[config.mk]
export PLATFORM = sky130hd
export DESIGN_NAME = alu_arbiter_flat
export DESIGN_NICKNAME = d
export VERILOG_FILES = /design/src/rtl/alu_arbiter_if.sv /design/src/rtl/alu_arbiter.sv /design/src/flat_wrapper.sv
export SDC_FILE = /design/constraint.sdc
export NUM_CORES = 1
export LEC_CHECK = 0
export ABC_AREA = 1
export CAP_MARGIN = 5
export CORE_UTILIZATION = 48
export CTS_CLUSTER_SIZE = 24
export DETAILED_ROUTE_END_ITERATION = 16
export PLACE_DENSITY = 0.82
export SLEW_MARGIN = 30
export SYNTH_ARGS = -nofsm -noshare
export SYNTH_HDL_FRONTEND = slang
export SYNTH_SLANG_ARGS = --single-unit
[constraint.sdc]
create_clock -name clk -period 4.7 [get_ports clk]
set_input_delay 0.94 -clock clk [delete_from_list [all_inputs] [get_ports clk]]
set_output_delay 0.94 -clock clk [all_outputs]
set_load 0.05 [all_outputs]
[src/rtl/alu_arbiter_if.sv]
// Requester/result bundle for alu_arbiter.
// master: requester side (drives req/op/a/b, observes gnt/done/res/busy).
// slave : arbiter side (observes requests, drives grants, results and busy).
interface alu_arb_if;
    logic              req0;
    logic        [1:0] op0;
    logic signed [3:0] a0;
    logic signed [3:0] b0;
    logic              req1;
    logic        [1:0] op1;
    logic signed [3:0] a1;
    logic signed [3:0] b1;
    logic              gnt0;
    logic              gnt1;
    logic              done0;
    logic              done1;
    logic signed [4:0] res0;
    logic signed [4:0] res1;
    logic              busy;

    modport master (
        output req0, op0, a0, b0, req1, op1, a1, b1,
        input  gnt0, gnt1, done0, done1, res0, res1, busy
    );

    modport slave (
        input  req0, op0, a0, b0, req1, op1, a1, b1,
        output gnt0, gnt1, done0, done1, res0, res1, busy
    );
endinterface

[src/rtl/alu_arbiter.sv]
// Two-requester arbiter in front of a shared 4-bit signed ALU.
// One operation in flight at a time: IDLE (sample) -> EXEC (gnt) -> RESP (done).
// Ports:
//   clk   - single clock, rising edge
//   reset - synchronous, active-high
//   bus   - alu_arb_if.slave: req/op/a/b per requester in, gnt/done/res/busy out
// Build option: define ALU_ARB_RR_EN for round-robin arbitration on
// contention; otherwise requester 0 has fixed priority.
module alu_arbiter (
    input  logic      clk,
    input  logic      reset,
    alu_arb_if.slave  bus
);

    localparam int unsigned OP_W  = 2;
    localparam int unsigned OPD_W = 4;
    localparam int unsigned RES_W = 5;

    typedef enum logic [1:0] {
        IDLE = 2'd0,
        EXEC = 2'd1,
        RESP = 2'd2
    } state_t;

    state_t                   state, state_d;
    logic                     win, win_d;
    logic        [OP_W-1:0]   op_q, op_d;
    logic signed [OPD_W-1:0]  a_q, a_d;
    logic signed [OPD_W-1:0]  b_q, b_d;
    logic                     gnt0_d, gnt1_d;
    logic                     done0_d, done1_d;
    logic signed [RES_W-1:0]  res0_d, res1_d;
    logic signed [RES_W-1:0]  alu_res;
    logic                     pick1;

`ifdef ALU_ARB_RR_EN
    logic                     last, last_d;   // 1: requester 1 was granted last
`endif

    // Shared ALU; operands sign-extended to the 5-bit result width.
    function automatic logic signed [RES_W-1:0] alu_f(
        input logic        [OP_W-1:0]  op,
        input logic signed [OPD_W-1:0] a,
        input logic signed [OPD_W-1:0] b
    );
        logic signed [RES_W-1:0] ax;
        logic signed [RES_W-1:0] bx;
        ax = {a[OPD_W-1], a};
        bx = {b[OPD_W-1], b};
        case (op)
            2'b00:   alu_f = ax + bx;
            2'b01:   alu_f = ax - bx;
            2'b10:   alu_f = ~ax;
            default: alu_f = {4'b0000, |b};
        endcase
    endfunction

    // Winner select; only meaningful when at least one request is present.
`ifdef ALU_ARB_RR_EN
    assign pick1 = bus.req1 && (!bus.req0 || !last);
`else
    assign pick1 = !bus.req0;
`endif

    assign alu_res = alu_f(op_q, a_q, b_q);

    // State, captured operation and registered outputs.
    always_ff @(posedge clk) begin
        if (reset) begin
            state     <= IDLE;
            win       <= 1'b0;
            op_q      <= '0;
            a_q       <= '0;
            b_q       <= '0;
            bus.gnt0  <= 1'b0;
            bus.gnt1  <= 1'b0;
            bus.done0 <= 1'b0;
            bus.done1 <= 1'b0;
            bus.res0  <= '0;
            bus.res1  <= '0;
            bus.busy  <= 1'b0;
`ifdef ALU_ARB_RR_EN
            last      <= 1'b1;
`endif
        end else begin
            state     <= state_d;
            win       <= win_d;
            op_q      <= op_d;
            a_q       <= a_d;
            b_q       <= b_d;
            bus.gnt0  <= gnt0_d;
            bus.gnt1  <= gnt1_d;
            bus.done0 <= done0_d;
            bus.done1 <= done1_d;
            bus.res0  <= res0_d;
            bus.res1  <= res1_d;
            bus.busy  <= (state_d != IDLE);
`ifdef ALU_ARB_RR_EN
            last      <= last_d;
`endif
        end
    end

    // Next state and next registered outputs.
    always_comb begin
        state_d = state;
        win_d   = win;
        op_d    = op_q;
        a_d     = a_q;
        b_d     = b_q;
        gnt0_d  = 1'b0;
        gnt1_d  = 1'b0;
        done0_d = 1'b0;
        done1_d = 1'b0;
        res0_d  = '0;
        res1_d  = '0;
`ifdef ALU_ARB_RR_EN
        last_d  = last;
`endif
        unique case (state)
            IDLE: begin
                if (bus.req0 || bus.req1) begin
                    state_d = EXEC;
                    win_d   = pick1;
                    op_d    = pick1 ? bus.op1 : bus.op0;
                    a_d     = pick1 ? bus.a1  : bus.a0;
                    b_d     = pick1 ? bus.b1  : bus.b0;
                    gnt0_d  = !pick1;
                    gnt1_d  = pick1;
`ifdef ALU_ARB_RR_EN
                    last_d  = pick1;
`endif
                end
            end
            EXEC: begin
                state_d = RESP;
                done0_d = !win;
                done1_d = win;
                res0_d  = win ? RES_W'(0) : alu_res;
                res1_d  = win ? alu_res   : RES_W'(0);
            end
            RESP: begin
                state_d = IDLE;
            end
            default: begin
                state_d = IDLE;
            end
        endcase
    end

endmodule

[src/flat_wrapper.sv]
// flat-port wrapper written by rule: the top's interface ports become plain ports
module alu_arbiter_flat 
  (clk, reset, bus_req0, bus_op0, bus_a0, bus_b0, bus_req1, bus_op1, bus_a1, bus_b1, bus_gnt0, bus_gnt1, bus_done0, bus_done1, bus_res0, bus_res1, bus_busy);
  alu_arb_if bus_i ();
  input  logic clk;
  input  logic reset;
  input wire logic [$bits(bus_i.req0)-1:0] bus_req0;
  input wire logic [$bits(bus_i.op0)-1:0] bus_op0;
  input wire logic [$bits(bus_i.a0)-1:0] bus_a0;
  input wire logic [$bits(bus_i.b0)-1:0] bus_b0;
  input wire logic [$bits(bus_i.req1)-1:0] bus_req1;
  input wire logic [$bits(bus_i.op1)-1:0] bus_op1;
  input wire logic [$bits(bus_i.a1)-1:0] bus_a1;
  input wire logic [$bits(bus_i.b1)-1:0] bus_b1;
  output wire logic [$bits(bus_i.gnt0)-1:0] bus_gnt0;
  output wire logic [$bits(bus_i.gnt1)-1:0] bus_gnt1;
  output wire logic [$bits(bus_i.done0)-1:0] bus_done0;
  output wire logic [$bits(bus_i.done1)-1:0] bus_done1;
  output wire logic [$bits(bus_i.res0)-1:0] bus_res0;
  output wire logic [$bits(bus_i.res1)-1:0] bus_res1;
  output wire logic [$bits(bus_i.busy)-1:0] bus_busy;
  assign bus_i.req0 = bus_req0;
  assign bus_i.op0 = bus_op0;
  assign bus_i.a0 = bus_a0;
  assign bus_i.b0 = bus_b0;
  assign bus_i.req1 = bus_req1;
  assign bus_i.op1 = bus_op1;
  assign bus_i.a1 = bus_a1;
  assign bus_i.b1 = bus_b1;
  assign bus_gnt0 = bus_i.gnt0;
  assign bus_gnt1 = bus_i.gnt1;
  assign bus_done0 = bus_i.done0;
  assign bus_done1 = bus_i.done1;
  assign bus_res0 = bus_i.res0;
  assign bus_res1 = bus_i.res1;
  assign bus_busy = bus_i.busy;
  alu_arbiter u_core (.clk(clk), .reset(reset), .bus(bus_i));
endmodule
; ---- Yosys cells after proc, flatten, opt, wreduce, memory -nomap -nowiden
; Index checks and enable logic that the tools add are counted.
[word_totals]
register_bits = 28
word_cells = 40
input_bits = 24
out_inout_bits = 15
[classes]
eq_ne = 3
n_reduce_logical = 12
muxes = 6
n_addsub = 2
bitwise_logic = 5
[op_table]
columns = op, count
row1 = 5-bit case mux with 3 select lines, 1
row2 = 3-bit OR reduction, 3
row3 = 4-bit 2-to-1 mux, 2
row4 = 4-bit by 4-bit adder with 5-bit output, 1
row5 = 4-bit inverter with 5-bit output, 1
row6 = 4-bit by 4-bit subtractor with 5-bit output, 1
row7 = 2-bit by 1-bit equality test with 1-bit output (second input constant), 2
row8 = 2-bit zero test, 2
row9 = 2-bit 2-to-1 mux, 2
row10 = 1-bit inverter, 4
row11 = 2-bit case mux with 2 select lines, 1
row12 = 4-bit OR reduction, 1
row13 = 2-bit equality test (second input constant), 1
row14 = 1-bit zero test, 2
row15 = 2-bit AND reduction, 1
row16 = 2-bit nonzero test, 1
row17 = 2-bit OR reduction, 1
row18 = 1-bit logical OR, 1

; ---- Logic depth before layout (Yosys ltp)
; Gate-level depths: netlist (run 1).
[depth]
depth_word = 4
mapped_depth = 12
depth_no_buf = 12

; ---- Worst setup path after synthesis (run 1)
; Ideal clock, no wire load.
[synth_path]
path_kind = register -> register
from = reg u_core.b_q[0]
to = reg u_core.bus.res0[4]
arrival_time_ns = 1.731
setup_time_ns = 0.118
slack_ns = 2.851
stages_incl_launch_ff = 13
path_buffers = 0
synth_period_minus_slack_ns = 1.849
required_ns = 4.582
cell_sequence = dfxtp_1 -> inv_1 -> ha_1 -> nand2_1 -> o21ai_0 -> fa_1 -> inv_1 -> nand2_1 -> nand2_1 -> a21oi_1 -> nand3b_1 -> nand3_1 -> a21oi_1
[synth_via]
elab_chain_cells = 2
elab_cells_between_ends = 3
classes_between = add/sub: 2 / mux: 1
[synth_lines]
columns = element, line_no
row1 = from (decl), alu_arbiter.sv:29  ; logic signed [OPD_W-1:0] b_q, b_d;
row2 = from (signal assigned), alu_arbiter.sv:74  ; b_q <= '0;
row3 = from (signal assigned), alu_arbiter.sv:90  ; b_q <= b_d;
row4 = 4-bit by 4-bit subtractor with 5-bit output or 4-bit by 4-bit adder with 5-bit output (tied branches), "alu_arbiter.sv:52, alu_arbiter.sv:51"
row5 = 5-bit case mux with 3 select lines (*), alu_arbiter.sv:50  ; case (op)
row6 = to (signal assigned), alu_arbiter.sv:95  ; bus.res0 <= res0_d;
row7 = to (decl), alu_arbiter_if.sv:28  ; output gnt0, gnt1, done0, done1, res0, res1, busy
; Mark *: on every way between the ends. The rest lies on a longest branch, timed or not.
; A chain may end at the register's enable or synchronous reset.

; ---- Worst setup path after layout (run 1)
[layout_path]
from = reg u_core.bus.gnt1
to = out bus_gnt1
[layout_rtl]
columns = element, line_no
row1 = from (decl), alu_arbiter_if.sv:28
row2 = from (signal assigned), alu_arbiter.sv:92  ; bus.gnt1 <= gnt1_d;
row3 = to (decl), flat_wrapper.sv:16  ; output wire logic [$bits(bus_i.gnt1)-1:0] bus_gnt1;
; No word-level cell between the ends.

==> results of run 1 <==
-- per-layer routing --
| layer | vias up | global-route usage | wire length [microns] |
|---|---|---|---|
| met2 | 32 | 0.380 | 1260 |
| met3 | 5 | 0.0348 | 109 |
| met4 | 0 | 0.136 | 58 |
| li1 | 581 | - | - |
| met5 | - | 0 | 0 |
| met1 | 495 | 0.196 | 1030 |
-- per-stage QoR --
| stage | total power (W) | setup slack (ns) |
|---|---|---|
| floorplan | 0.000395 | 2.85 |
| global placement | 0.000441 | 2.41 |
| detailed placement | 0.000448 | 2.30 |
| CTS | 0.000564 | 2.28 |
| global route | 0.000594 | 2.25 |
| finish | 0.000558 | 2.30 |
-- flip-flops by register name, summed over array words and instances, names as in the netlist, 2 cells and up --
| signal | cells |
|---|---|
| u_core.bus.res1 | 5 |
| u_core.bus.res0 | 5 |
| u_core.a_q | 4 |
| u_core.op_q | 2 |
| u_core.b_q | 4 |
| u_core.state | 2 |
-- synth_stat cells --
cell type,instances
sky130_fd_sc_hd__a21oi_1,4
sky130_fd_sc_hd__a22oi_1,1
sky130_fd_sc_hd__a31oi_1,3
sky130_fd_sc_hd__buf_6,2
sky130_fd_sc_hd__clkinv_1,1
sky130_fd_sc_hd__dfxtp_1,28
sky130_fd_sc_hd__fa_1,1
sky130_fd_sc_hd__ha_1,5
sky130_fd_sc_hd__inv_1,28
sky130_fd_sc_hd__inv_2,4
sky130_fd_sc_hd__nand2_1,34
sky130_fd_sc_hd__nand2_2,2
sky130_fd_sc_hd__nand3_1,10
sky130_fd_sc_hd__nand3b_1,1
sky130_fd_sc_hd__nor2_1,15
sky130_fd_sc_hd__nor2_4,1
sky130_fd_sc_hd__nor3_2,1
sky130_fd_sc_hd__o211ai_1,8
sky130_fd_sc_hd__o21ai_0,5
sky130_fd_sc_hd__o21bai_1,1
sky130_fd_sc_hd__o22ai_1,2
sky130_fd_sc_hd__xor2_1,2
-- final timing paths --
kind | to | slack, ns | depth (start not counted)
hold reg to reg | u_core.bus.done0 | 0.44 | 1
setup reg to reg | u_core.bus.res0[4] | 2.61 | 12
setup / recovery | bus_gnt1 | 2.30 | 1
hold / removal | u_core.bus.done0 | 0.44 | 1
-- power by group --
| group | switching (W) | internal, W |
|---|---|---|
| registers | 0.0000104 | 0.000254 |
| clock network | 0.0000663 | 0.0000475 |
| logic | 0.000105 | 0.0000745 |
| total | 0.000181 | 0.000376 |
-- logic make-up after synthesis --
| family | count (synthesis) | synth area share |
|---|---|---|
| AO/OA/AOI/OAI | 24 | 0.123 |
| adder cells (fa/ha/maj) | 6 | 0.0669 |
| buffers and inverters | 35 | 0.119 |
| XOR/XNOR | 2 | 0.0142 |
| AND/OR/NAND/NOR | 64 | 0.223 |
| flip-flops | 28 | 0.454 |
-- layout make-up --
cell class / count / area, sq um
fillers: 208 / 790
flip-flops and latches: 28 / 561
multi-input cells: 96 / 527
repair buffers: 38 / 380
inverters: 33 / 124
well taps: 30 / 37.5
clock buffers: 4 / 36.3
==> results.txt, run 1 <==
The startpoint of the lowest-slack register-to-register path is u_core.b_q[0]. The largest fanout on the critical path is 1. The total leakage power is 0.716 nW, and the post-synth net total is 189. The mean area per synthesized cell works out to 7.76 sq um. The via-per-instance ratio works out to 4.86.

The number of hold violations in the final report was 0. In this run the most critical hold path is launched from u_core.win. The cell area power density is 335 nW/um^2. Setup violations remaining at the end of the flow were counted as 0. In this run the post-CTS setup repair buffer count came out at 0. The final HPWL from detailed placement was 1940 microns; the placeable core region was 2450 sq um.

The critical path's top delay family is buffers and inverters. Yosys printed 0 warnings. The area share of the largest cell type after synthesis was 0.454; the total congestion overflow was 0. The critical path startpoint category is a flip-flop. Count of input and output buffers: 38. Summed over all instances, the cell type with the most area after synthesis is sky130_fd_sc_hd__dfxtp_1.

The worst-case IR drop observed on VDD is 198 uV. The checks that failed: design-rule violations. The logs give 1630 sq um for the area of placed instances and 10 for the detailed-router iteration count before antenna repair.

The run gives 0 as the number of diodes added for antenna fixing. Post-CTS repair changed the size of 0 cells. The data arrival at the endpoint of the critical path was 1.46 ns. Traced cell by cell, the critical path runs through clkdlybuf4s50_1. The number of remaining DRC errors was 1.

TritonCTS built the clock tree. The floorplan step set the die width to 52.7 microns. The worst max-slew margin expressed relative to the limit came out at 0.662. The clock-pin slew on the worst setup and hold paths works out to 0.13 ns. In the layout the commonest cells are 38 x sky130_fd_sc_hd__clkdlybuf4s50_1, 34 x sky130_fd_sc_hd__nand2_1, 28 x sky130_fd_sc_hd__inv_1, 28 x sky130_fd_sc_hd__dfxtp_1, 15 x sky130_fd_sc_hd__nor2_1. The global-route total usage across every layer is 0.202, and the effective utilization at floorplan is 0.503.

For the final routed database, the setup TNS stands at 0 ns. The post-route fraction of the period consumed by the critical path was 0.512. After synthesis, the netlist uses 22 different library cells.

The via count of the first global-routing pass is 1037, and the transition time at the pin with the least slew margin is 0.505 ns. Vertical extent of the die: 52.7 microns. In this run, synthesis produced a sequential element count of 28. The cell count after synthesis came out at 159. The tree built by TritonCTS fans out to 28 sinks. Hold timing on the final database bottoms out at a slack of 0.440 ns. Entering global routing, the biggest net connects 16 pins. The critical path is of the flip-flop to primary output type.

The detailed router finished its first iteration with 8 violations. The time the final worst path needs with I/O delays and setup was 2.40 ns. The slowest stage of the critical path is the sky130_fd_sc_hd__clkdlybuf4s50_1 cell. Max-slew violation count: 0. Max-cap violations in this run came to 0. After synthesis, the cell types taking the most area are sky130_fd_sc_hd__dfxtp_1 45%, sky130_fd_sc_hd__nand2_1 10%, sky130_fd_sc_hd__inv_1 8.5%. The maximum count of clock buffers along a single path is 2, and the number of buffers and inverters on the critical path is 1. The run gives 0.454 as the proportion of synthesized chip area in sequential cells. The run gives 0 as the number of buffers inserted by hold repair at cts.

The worst hold path belongs to the class flip-flop to flip-flop. At the worst endpoint, the required time is 3.76 ns. The total I/O pin count is 39. Excluding fillers, the count of instances in the completed layout stands at 229. The floorplan step defined a die boundary enclosing 2780 sq um. The post-layout net count is 230. The logs give 1 for the H-tree level count and 1113 for the via count of the routed design. The post-route core utilization is 0.678. The tools report the post-route clock skew as 0.00482 ns. The share of cells above drive strength 1 is 0.0603. In the final routed layout, each cell accounts on average for 10.7 microns.

For this run, the slowest stage of the critical path takes 0.80 ns. The count of nets left with antenna violations once routing finished came out at 0. The number of clock buffers added by TritonCTS is 3. The tree is rooted in a sky130_fd_sc_hd__clkbuf_4. The total number of placement rows was 18.

The final standard cell area without fillers is 1670 sq um, and the post-detailed-routing wire length is 2450 microns. Derived from the worst setup path, the maximum achievable clock frequency is 416 MHz. The number of antenna violations at the first check in global routing came out at 0. At the later pin of the worst-skew pair, clock insertion delay measures 0.33 ns. At the end of routability-driven placement, the weighted congestion stood at 0.855.

Leaving out fill and tap cells, the most frequent cell in the layout is sky130_fd_sc_hd__clkdlybuf4s50_1. The synthesized netlist occupies a cell area of 1230 sq um. The cell total after placement is 225. Setup repair after global routing left no endpoint under its margin. The first global-routing pass estimated 3990 microns of wire. The flow ran to the end, but the final reports show violations. Compared with the post-synthesis result, the final layout area differs by 35.0%. Worst setup path startpoint: u_core.bus.gnt1.

The worst setup path is captured at a primary output.
(Power assumes the default switching activity.)
==> run 2, diff against run 1 <==
--- a/config.mk
+++ b/config.mk
@@ -7,10 +7,10 @@
 export LEC_CHECK = 0
 export ABC_AREA = 1
 export CAP_MARGIN = 5
-export CORE_UTILIZATION = 48
+export CORE_UTILIZATION = 41
 export CTS_CLUSTER_SIZE = 24
 export DETAILED_ROUTE_END_ITERATION = 16
-export PLACE_DENSITY = 0.82
+export PLACE_DENSITY = 0.75
 export SLEW_MARGIN = 30
 export SYNTH_ARGS = -nofsm -noshare
 export SYNTH_HDL_FRONTEND = slang
==> constraint.sdc (replaced) <==
create_clock -name clk -period 2 [get_ports clk]
set_input_delay 0.4 -clock clk [delete_from_list [all_inputs] [get_ports clk]]
set_output_delay 0.4 -clock clk [all_outputs]
set_load 0.05 [all_outputs]
==> run 2 against run 1 <==
Net effect:
- the flow still finishes with violations (design-rule violations)
- count of clock-buffer cells in the layout did not move
- worst setup slack got worse by 2.2 ns
- register-to-register slack worse by 2.5 ns
- sequential power up 140%
- global-route usage fell by 3.2 points
- die area up 16%
- wire length grew 10%
- largest cell class is now multi-input combinational cells
==> results.txt, run 2 (synthesis gave the netlist of run 1 again) <==
The tools report the detailed-router iteration count before antenna repair as 10 (unchanged). The run gives 28 (unchanged) as the clock sink count. The placer's final routability congestion estimate was 0.829 (-3.0%). Total congestion overflow: 0 (unchanged). The logs give 3 (unchanged) for the total clock buffers created by CTS and 0.448 (-0.027) for the register share of total power. Count of antenna-violating nets left after detailed routing: 0 (unchanged). For the via count of the first global-routing pass, the log shows 1063 (+2.5%).

The clock-pin slew on the worst setup and hold paths is 0.15 ns (+0.02 ns), and the global-route total usage across every layer is 0.170 (-0.0316). CTS placed an instance of sky130_fd_sc_hd__clkbuf_4 at the clock tree root. TritonCTS built the clock tree. Aggregate negative setup slack: 0 ns (unchanged).

The internal power consumption is 0.000922 W (+140%). The logs give 0.08 ns (-2.53 ns) for the worst setup slack for register-to-register paths and 1640 sq um (+0.54%) for the area of placed instances. The critical path ends at u_core.bus.res0[4].

The final critical-path setup slack came out at 0.0814 ns (-2.21 ns). The switching power summed over all nets was 0.000476 W (+160%). The largest fanout on the critical path was 4 (+3); the maximum count of clock buffers along a single path was 2 (unchanged). The worst hold slack is 0.458 ns (+0.0182 ns), and the total of max-cap violations is 0 (unchanged).

The worst path needs 1.92 ns of the cycle, external delays included. Compared with the post-synthesis result, the final layout area differs by 42.3%. For the post-route clock skew, the log shows 0.00715 ns (+0.00233 ns).

The layer flagged by global routing as most heavily used is met2. The tools report the via count of the routed design as 1140 (+2.4%). The run finished, with violations left. In the final layout, the registers with the most flip-flops are u_core.bus.res0: 5 flops, u_core.bus.res1: 5 flops. The total leakage power was 0.736 nW (+2.8%). Count of cells along the worst register-to-register path: 12 (unchanged). The data required time of the worst path was 2.27 ns (-1.49 ns); the post-detailed-routing wire length was 2710 microns (+10%). The vertical extent of the die was 56.9 microns (+7.9%). The tools report the number of filler instances in the final layout as 250 (+20%).

Tracing the worst setup path back leads to its startpoint at u_core.b_q[1]. The number of diodes added for antenna fixing is 0 (unchanged). Combinational group share of total power: 0.356 (+0.035).

The endpoint class of the critical path is a flip-flop. The critical path goes through inv_2 -> ha_4 -> inv_1 -> nand2_1 -> xor2_1 -> ha_1 -> nand2_2 -> nand2_1 -> a21oi_2 -> nand3b_1 -> nand3_1 -> a21oi_1. The placeable core region came out at 2810 sq um (+14%). In the layout the commonest cells are 38 x sky130_fd_sc_hd__clkdlybuf4s50_1, 32 x sky130_fd_sc_hd__nand2_1, 25 x sky130_fd_sc_hd__dfxtp_1.

The largest stage delay on the critical path is 0.34 ns (-0.46 ns), and the total number of placement rows is 19 (+1). STA classifies the critical path startpoint as a flip-flop. In this run the critical register-to-register path is launched from u_core.b_q[1].

The via-per-instance ratio is 4.89 (+0.67%). For this design, the slowest cell found on the critical path is sky130_fd_sc_hd__dfxtp_2. For the met3 track demand over resource in global routing, the log shows 0.0323 (-0.00252). The capture instance of the worst register-to-register path is u_core.bus.res0[4]. For the clock latency on the worst-skew pair, the log shows 0.33 ns (about the same).

The tools report the final standard cell area without fillers as 1760 sq um (+5.4%). The area enclosed by the die boundary was 3230 sq um (+16%). The logs give 233 (+1.3%) for the post-layout net count and 0.323 (-0.0566) for the met2 demand-to-capacity share in global routing. For the global-route wire length before repair, the log shows 4400 microns (+10%). The pre-CTS setup slack was -0.00442 ns (-2.30 ns).

The count of final setup violators was 0 (unchanged). The max-slew violation count came out at 0 (unchanged). The logs give 0.667 (+0.00483) for the worst max-slew margin expressed relative to the limit and 0 (unchanged) for the number of antenna violations at the first check in global routing. The checks that failed: design-rule violations.

The tools report the number of DRC markers in iteration 0 as 22 (+14). Effective utilization at floorplan: 0.440 (-0.0628). The cell area power density was 796 nW/um^2 (+140%). Part of the total power dissipated in the clock network: 0.196 (-0.008). The number of remaining DRC errors is 4 (+3), and the largest net degree at the start of global routing is 16 (unchanged). The H-tree level count was 1 (unchanged); the mean routed wirelength per cell was 11.6 microns (+8.6%).

The largest voltage drop on the vdd net came out at 357 uV (+81%). The fraction of met1 tracks used by global routing is 0.184 (-0.0123), and the switching part of the total power is 0.341 (+0.0155). Based on the critical path, the design can be clocked at up to 521 MHz. The library cell used most frequently in the layout, excluding fill and tap cells, is sky130_fd_sc_hd__clkdlybuf4s50_1.

Total I/O pin count: 39 (unchanged). In this run the worst hold path is classified as flip-flop to flip-flop. The share of cells above drive strength 1 is 0.153 (+0.0932). The post-route fraction of the period consumed by the critical path came out at 0.959. Type of the worst setup path: flip-flop to flip-flop.

The final HPWL from detailed placement is 1990 microns (+2.5%), and the transition time at the pin with the least slew margin is 0.498 ns (-0.00722 ns). The horizontal die dimension is 56.9 microns (+7.9%). The data arrival at the endpoint of the critical path is 2.19 ns (+0.73 ns). Number of hold violations in the final report: 0 (unchanged). The most used cell along the critical path was sky130_fd_sc_hd__nand2_1. The count of input and output buffers was 38 (unchanged).
[run 2: cell types whose count changed in the layout (fill, tap and decap cells not counted), moves of 2 or more]
cell	delta
sky130_fd_sc_hd__dfxtp_2	+3
sky130_fd_sc_hd__ha_4	+2
sky130_fd_sc_hd__nand2_1	-2
sky130_fd_sc_hd__inv_2	+4
sky130_fd_sc_hd__buf_4	+3
sky130_fd_sc_hd__dfxtp_1	-3
sky130_fd_sc_hd__a21oi_2	+2
sky130_fd_sc_hd__ha_1	-2
sky130_fd_sc_hd__inv_1	-4
sky130_fd_sc_hd__o21ai_0	-2
sky130_fd_sc_hd__a21oi_1	-2
[run 2: power groups by stage]
stage	registers, W	clock network, W	logic [W]
floorplan	0.000682	0	0.000245
global placement	0.000631	0	0.000411
detailed placement	0.000633	0	0.000427
CTS	0.000621	0.000278	0.000435
global route	0.000631	0.000299	0.000551
finish	0.000626	0.000274	0.000497
[run 2: area by class of cell]
class | instances | area (sq um) | area share
clock buffer | 4 | 36.3 | 0.0207
inverter | 33 | 124 | 0.0706
multi-input combinational | 96 | 589 | 0.336
sequential | 28 | 564 | 0.321
tap | 31 | 38.8 | 0.0221
timing repair buffer | 41 | 403 | 0.230
[run 2: worst min-delay path by stage]
stage,endpoint,depth (start not counted),startpoint
6_report,u_core.bus.done0,1,u_core.win
4_1_cts,u_core.bus.done0,1,u_core.win
3_3_place_gp,u_core.bus.done0,1,u_core.win
2_1_floorplan,u_core.bus.done0,1,u_core.win
3_5_place_dp,u_core.bus.done0,1,u_core.win
5_1_grt,u_core.bus.done0,1,u_core.win
[run 2: per-stage QoR]
stage | power [W] | util | cells
finish | 0.00140 | 0.626 | 233
global route | 0.00148 | 0.626 | 233
CTS | 0.00133 | 0.598 | 231
detailed placement | 0.00106 | 0.584 | 227
global placement | 0.00104 | 0.584 | 227
floorplan | 0.000928 | - | 159
[run 2: per-layer routing]
| layer | part of all wire | up-vias |
|---|---|---|
| met5 | 0 | - |
| met1 | 0.43 | 515 |
| met3 | 0.050 | 3 |
| met4 | 0.0067 | 0 |
| met2 | 0.51 | 34 |
| li1 | - | 588 |
[run 2: repair_timing]
item / CTS / global route
hold buffers: 0 / 0
setup endpoints to repair: 2 / 4
buffers inserted: 0 / 2
pin swaps: 0 / 8
gates resized for setup: 2 / 19
endpoints found under the hold margin: 0 / 0
[run 2: critical path: cells and delay by family, from the launching register on]
family	cells	cell delay [ns]
AND/OR/NAND/NOR	5	0.47
adder cells (fa/ha/maj)	2	0.44
buffers and inverters	2	0.15
flip-flops	1	0.34
XOR/XNOR	1	0.20
AO/OA/AOI/OAI	2	0.26
==> run 3, diff against run 2 <==
==> constraint.sdc (replaced) <==
create_clock -name clk -period 2 [get_ports clk]
set_input_delay 0.6 -clock clk [delete_from_list [all_inputs] [get_ports clk]]
set_output_delay 0.6 -clock clk [all_outputs]
set_load 0.05 [all_outputs]
==> run 3 against run 2 <==
Net effect:
- the run still ends with design-rule violations left
- worst hold slack got worse by 0.016 ns
- combinational power fell by 9.3%
- sequential cell count unchanged
- die area unchanged
- first-iteration DRC count down 4.5%
- non-clock buffer count grew 1
- sequential power hardly changed
- fmax up 0.72%
- core utilization fell by 2.7 points
- critical endpoint is now u_core.bus.res1[4]
- largest cell class is now flip-flops and latches
- highest routed layer unchanged
==> results.txt, run 3 (synthesis gave the netlist of run 1 again) <==
For the detailed-router iteration count before antenna repair, the log shows 10 (unchanged). Setup repair after global routing could not meet its margin everywhere. Total power: 0.00135 W (-3.7%).

The time the final worst path needs with I/O delays and setup was 1.90 ns (-0.0137 ns); the post-layout net count was 234 (+0.43%). The final HPWL from detailed placement is 1990 microns (+0.38%). The total of max-cap violations is 0 (unchanged). The most numerous cell type found on the critical path is sky130_fd_sc_hd__nand2_1. The maximum count of clock buffers along a single path is 2 (unchanged). STA classifies the critical path startpoint as a flip-flop.

The count of final setup violators was 0 (unchanged). The path category of the worst min-delay check was flip-flop to flip-flop. The total I/O pin count was 39 (unchanged); the count of antenna-violating nets left after detailed routing was 0 (unchanged).

The via count of the first global-routing pass was 1081 (+1.7%). The capture instance of the worst register-to-register path is u_core.bus.res1[4]. The placer's final routability congestion estimate came out at 0.814 (-1.8%). The transition time at the pin with the least slew margin works out to 0.267 ns (-0.231 ns). For the area of placed instances, the log shows 1620 sq um (-1.4%). Count of input and output buffers: 38 (unchanged). The worst max-slew margin expressed relative to the limit is 0.821 (+0.154). Cell with the largest stage delay on the worst path: sky130_fd_sc_hd__dfxtp_2. Walking the worst path, the cells encountered are inv_1 -> ha_1 -> inv_1 -> nand2_1 -> xor2_1 -> ha_1 -> nand2_1 -> nand2_1 -> a21oi_2 -> nand3b_1 -> nand3_1 -> a21oi_1. TritonCTS built the clock tree.

The checks that failed: design-rule violations. The largest fanout on the critical path was 2 (-2). The number of hold violations in the final report came out at 0 (unchanged). The logs give 2.27 ns (about the same) for the data required time of the worst path and 0.768 nW (+4.4%) for the total leakage power.

The logs give 0 (unchanged) for the number of buffers inserted by hold repair at cts and 0 (unchanged) for the max-slew violation count. The end of the worst hold path is u_core.bus.done0. The cell area power density is 801 nW/um^2 (+0.64%), and the final standard cell area without fillers is 1680 sq um (-4.3%). The run gives 525 MHz (+0.72%) as the achievable frequency. By startpoint and endpoint, the worst setup path is classified as flip-flop to flip-flop. The horizontal die dimension is 56.9 microns (unchanged), and the worst hold path depth is 1 (unchanged). The largest voltage drop on the vdd net was 342 uV (-4.1%). The largest stage delay on the critical path works out to 0.35 ns (about the same).

Largest net degree at the start of global routing: 16 (unchanged). Most common library cell in the layout ignoring fill and taps: sky130_fd_sc_hd__nand2_1. The run gives 0 (unchanged) as the number of diodes added for antenna fixing.

The logs give 0 ns (unchanged) for the aggregate negative setup slack and 1 (unchanged) for the H-tree level count. Endpoint class of the critical path: a flip-flop. The tools report the cell total after placement as 229 (+0.88%).

The via count of the routed design is 1139 (-0.088%). The clock latency on the worst-skew pair came out at 0.33 ns (about the same). The clock root buffer was sky130_fd_sc_hd__clkbuf_4.

The number of DRC markers in iteration 0 is 21 (-4.5%). The effective utilization at floorplan was 0.440 (unchanged); the area enclosed by the die boundary was 3230 sq um (unchanged). The share of cells above drive strength 1 is 0.182 (+0.0288). The worst setup slack for register-to-register paths came out at 0.1 ns (about the same). The tools report the clock sink count as 28 (unchanged). The clock-pin slew on the worst setup and hold paths came out at 0.14 ns (about the same). The logs give 0 (unchanged) for the number of antenna violations at the first check in global routing and 4 (unchanged) for the number of remaining DRC errors. In this run the worst setup path begins at u_core.b_q[0]. The total congestion overflow came out at 0 (unchanged). The placeable core region is 2810 sq um (unchanged), and the synthesis-to-layout area growth is 36.2%. The tools report the total clock buffers created by CTS as 3 (unchanged).

The startpoint of the lowest-slack register-to-register path was u_core.b_q[0]. The post-route clock skew was 0.00467 ns (-0.00248 ns); the via-per-instance ratio was 4.87 (-0.51%). The count of cells along the worst register-to-register path is 12 (unchanged), and the total number of placement rows is 19 (unchanged). The vertical extent of the die is 56.9 microns (unchanged).

The post-route fraction of the period consumed by the critical path was 0.952 (-0.00687); the global-route wire length before repair was 4270 microns (-3.0%). Post-detailed-routing wire length: 2460 microns (-9.1%). In the layout the commonest cells are 34 x sky130_fd_sc_hd__nand2_1, 28 x sky130_fd_sc_hd__inv_1, 26 x sky130_fd_sc_hd__dfxtp_1. In this run the most critical hold path is launched from u_core.win. Global-route total usage across every layer: 0.168 (-0.00267). The data arrival at the endpoint of the critical path is 2.17 ns (-0.02 ns). The worst hold slack is 0.442 ns (-0.0156 ns).

The run finished, with violations left. For the filler-free cell count of the finished design, the log shows 234 (+0.43%). The largest registers in the layout are u_core.bus.res0: 5 flops, u_core.bus.res1: 5 flops.

The mean routed wirelength per cell works out to 10.5 microns (-9.4%).
-- run 3: cell count changes in the layout (fill, tap and decap cells not counted), moves of 2 or more --
cell | before | now
sky130_fd_sc_hd__ha_4 | 2 | 0
sky130_fd_sc_hd__ha_1 | 3 | 5
sky130_fd_sc_hd__buf_4 | 3 | 19
sky130_fd_sc_hd__nand2_2 | 3 | 1
sky130_fd_sc_hd__inv_2 | 8 | 4
sky130_fd_sc_hd__inv_1 | 24 | 28
sky130_fd_sc_hd__nand2_1 | 32 | 34
sky130_fd_sc_hd__clkdlybuf4s50_1 | 38 | 23
-- run 3: power by group --
| part | switching [W] | internal, W | leakage, nW |
|---|---|---|---|
| registers | 0.0000243 | 0.000598 | 0.230 |
| clock network | 0.000161 | 0.000112 | 0.0210 |
| logic | 0.000262 | 0.000190 | 0.517 |
| total | 0.000447 | 0.000900 | 0.768 |
-- run 3: area by class of cell --
| class | count | area, sq um |
|---|---|---|
| clock buffers | 4 | 36.3 |
| fillers | 263 | 1120 |
| inverters | 33 | 124 |
| multi-input cells | 96 | 546 |
| flip-flops and latches | 28 | 563 |
| well taps | 31 | 38.8 |
| repair buffers | 42 | 373 |
-- run 3: stage by stage --
step,worst slack (ns),utilization
after floorplan,0.151,-
after global placement,-0.0635,0.576
after detailed placement,-0.130,0.576
after CTS,0.0330,0.590
after global routing,-0.00410,0.599
final,0.0951,0.599
-- run 3: worst max path at each step --
stage | cells after the start | slack [ns] | to
after global placement | 6 | -0.06 | u_core.a_q[1]
after global routing | 12 | -0.004 | u_core.bus.res1[4]
after CTS | 12 | 0.03 | u_core.bus.res1[4]
after floorplan | 12 | 0.15 | u_core.bus.res0[4]
final | 12 | 0.1 | u_core.bus.res1[4]
after detailed placement | 6 | -0.13 | u_core.a_q[1]
-- run 3: repair_timing --
item	4_1_cts	5_1_grt
resized for setup	2	7
endpoints found under the setup margin	2	4
pin swaps	0	1
buffers inserted	0	1
-- run 3: metal layers --
layer / GRT usage / wire, microns / vias to the layer above
met2: 0.321 / 1200 / 30
met3: 0.0276 / 112 / 4
li1: - / - / 588
met5: 0 / 0 / -
met4: 0.0697 / 37 / 0
met1: 0.179 / 1110 / 517
-- run 3: critical path: cells and delay by family, from the launching register on --
family                     cells  cell delay [ns]
buffers and inverters          2             0.13
adders and majority gates      2             0.50
DFF                            1             0.35
xor gates and xnor gates       1             0.15
AOI/OAI and AO/OA              2             0.27
and+or+nand+nor                5             0.45
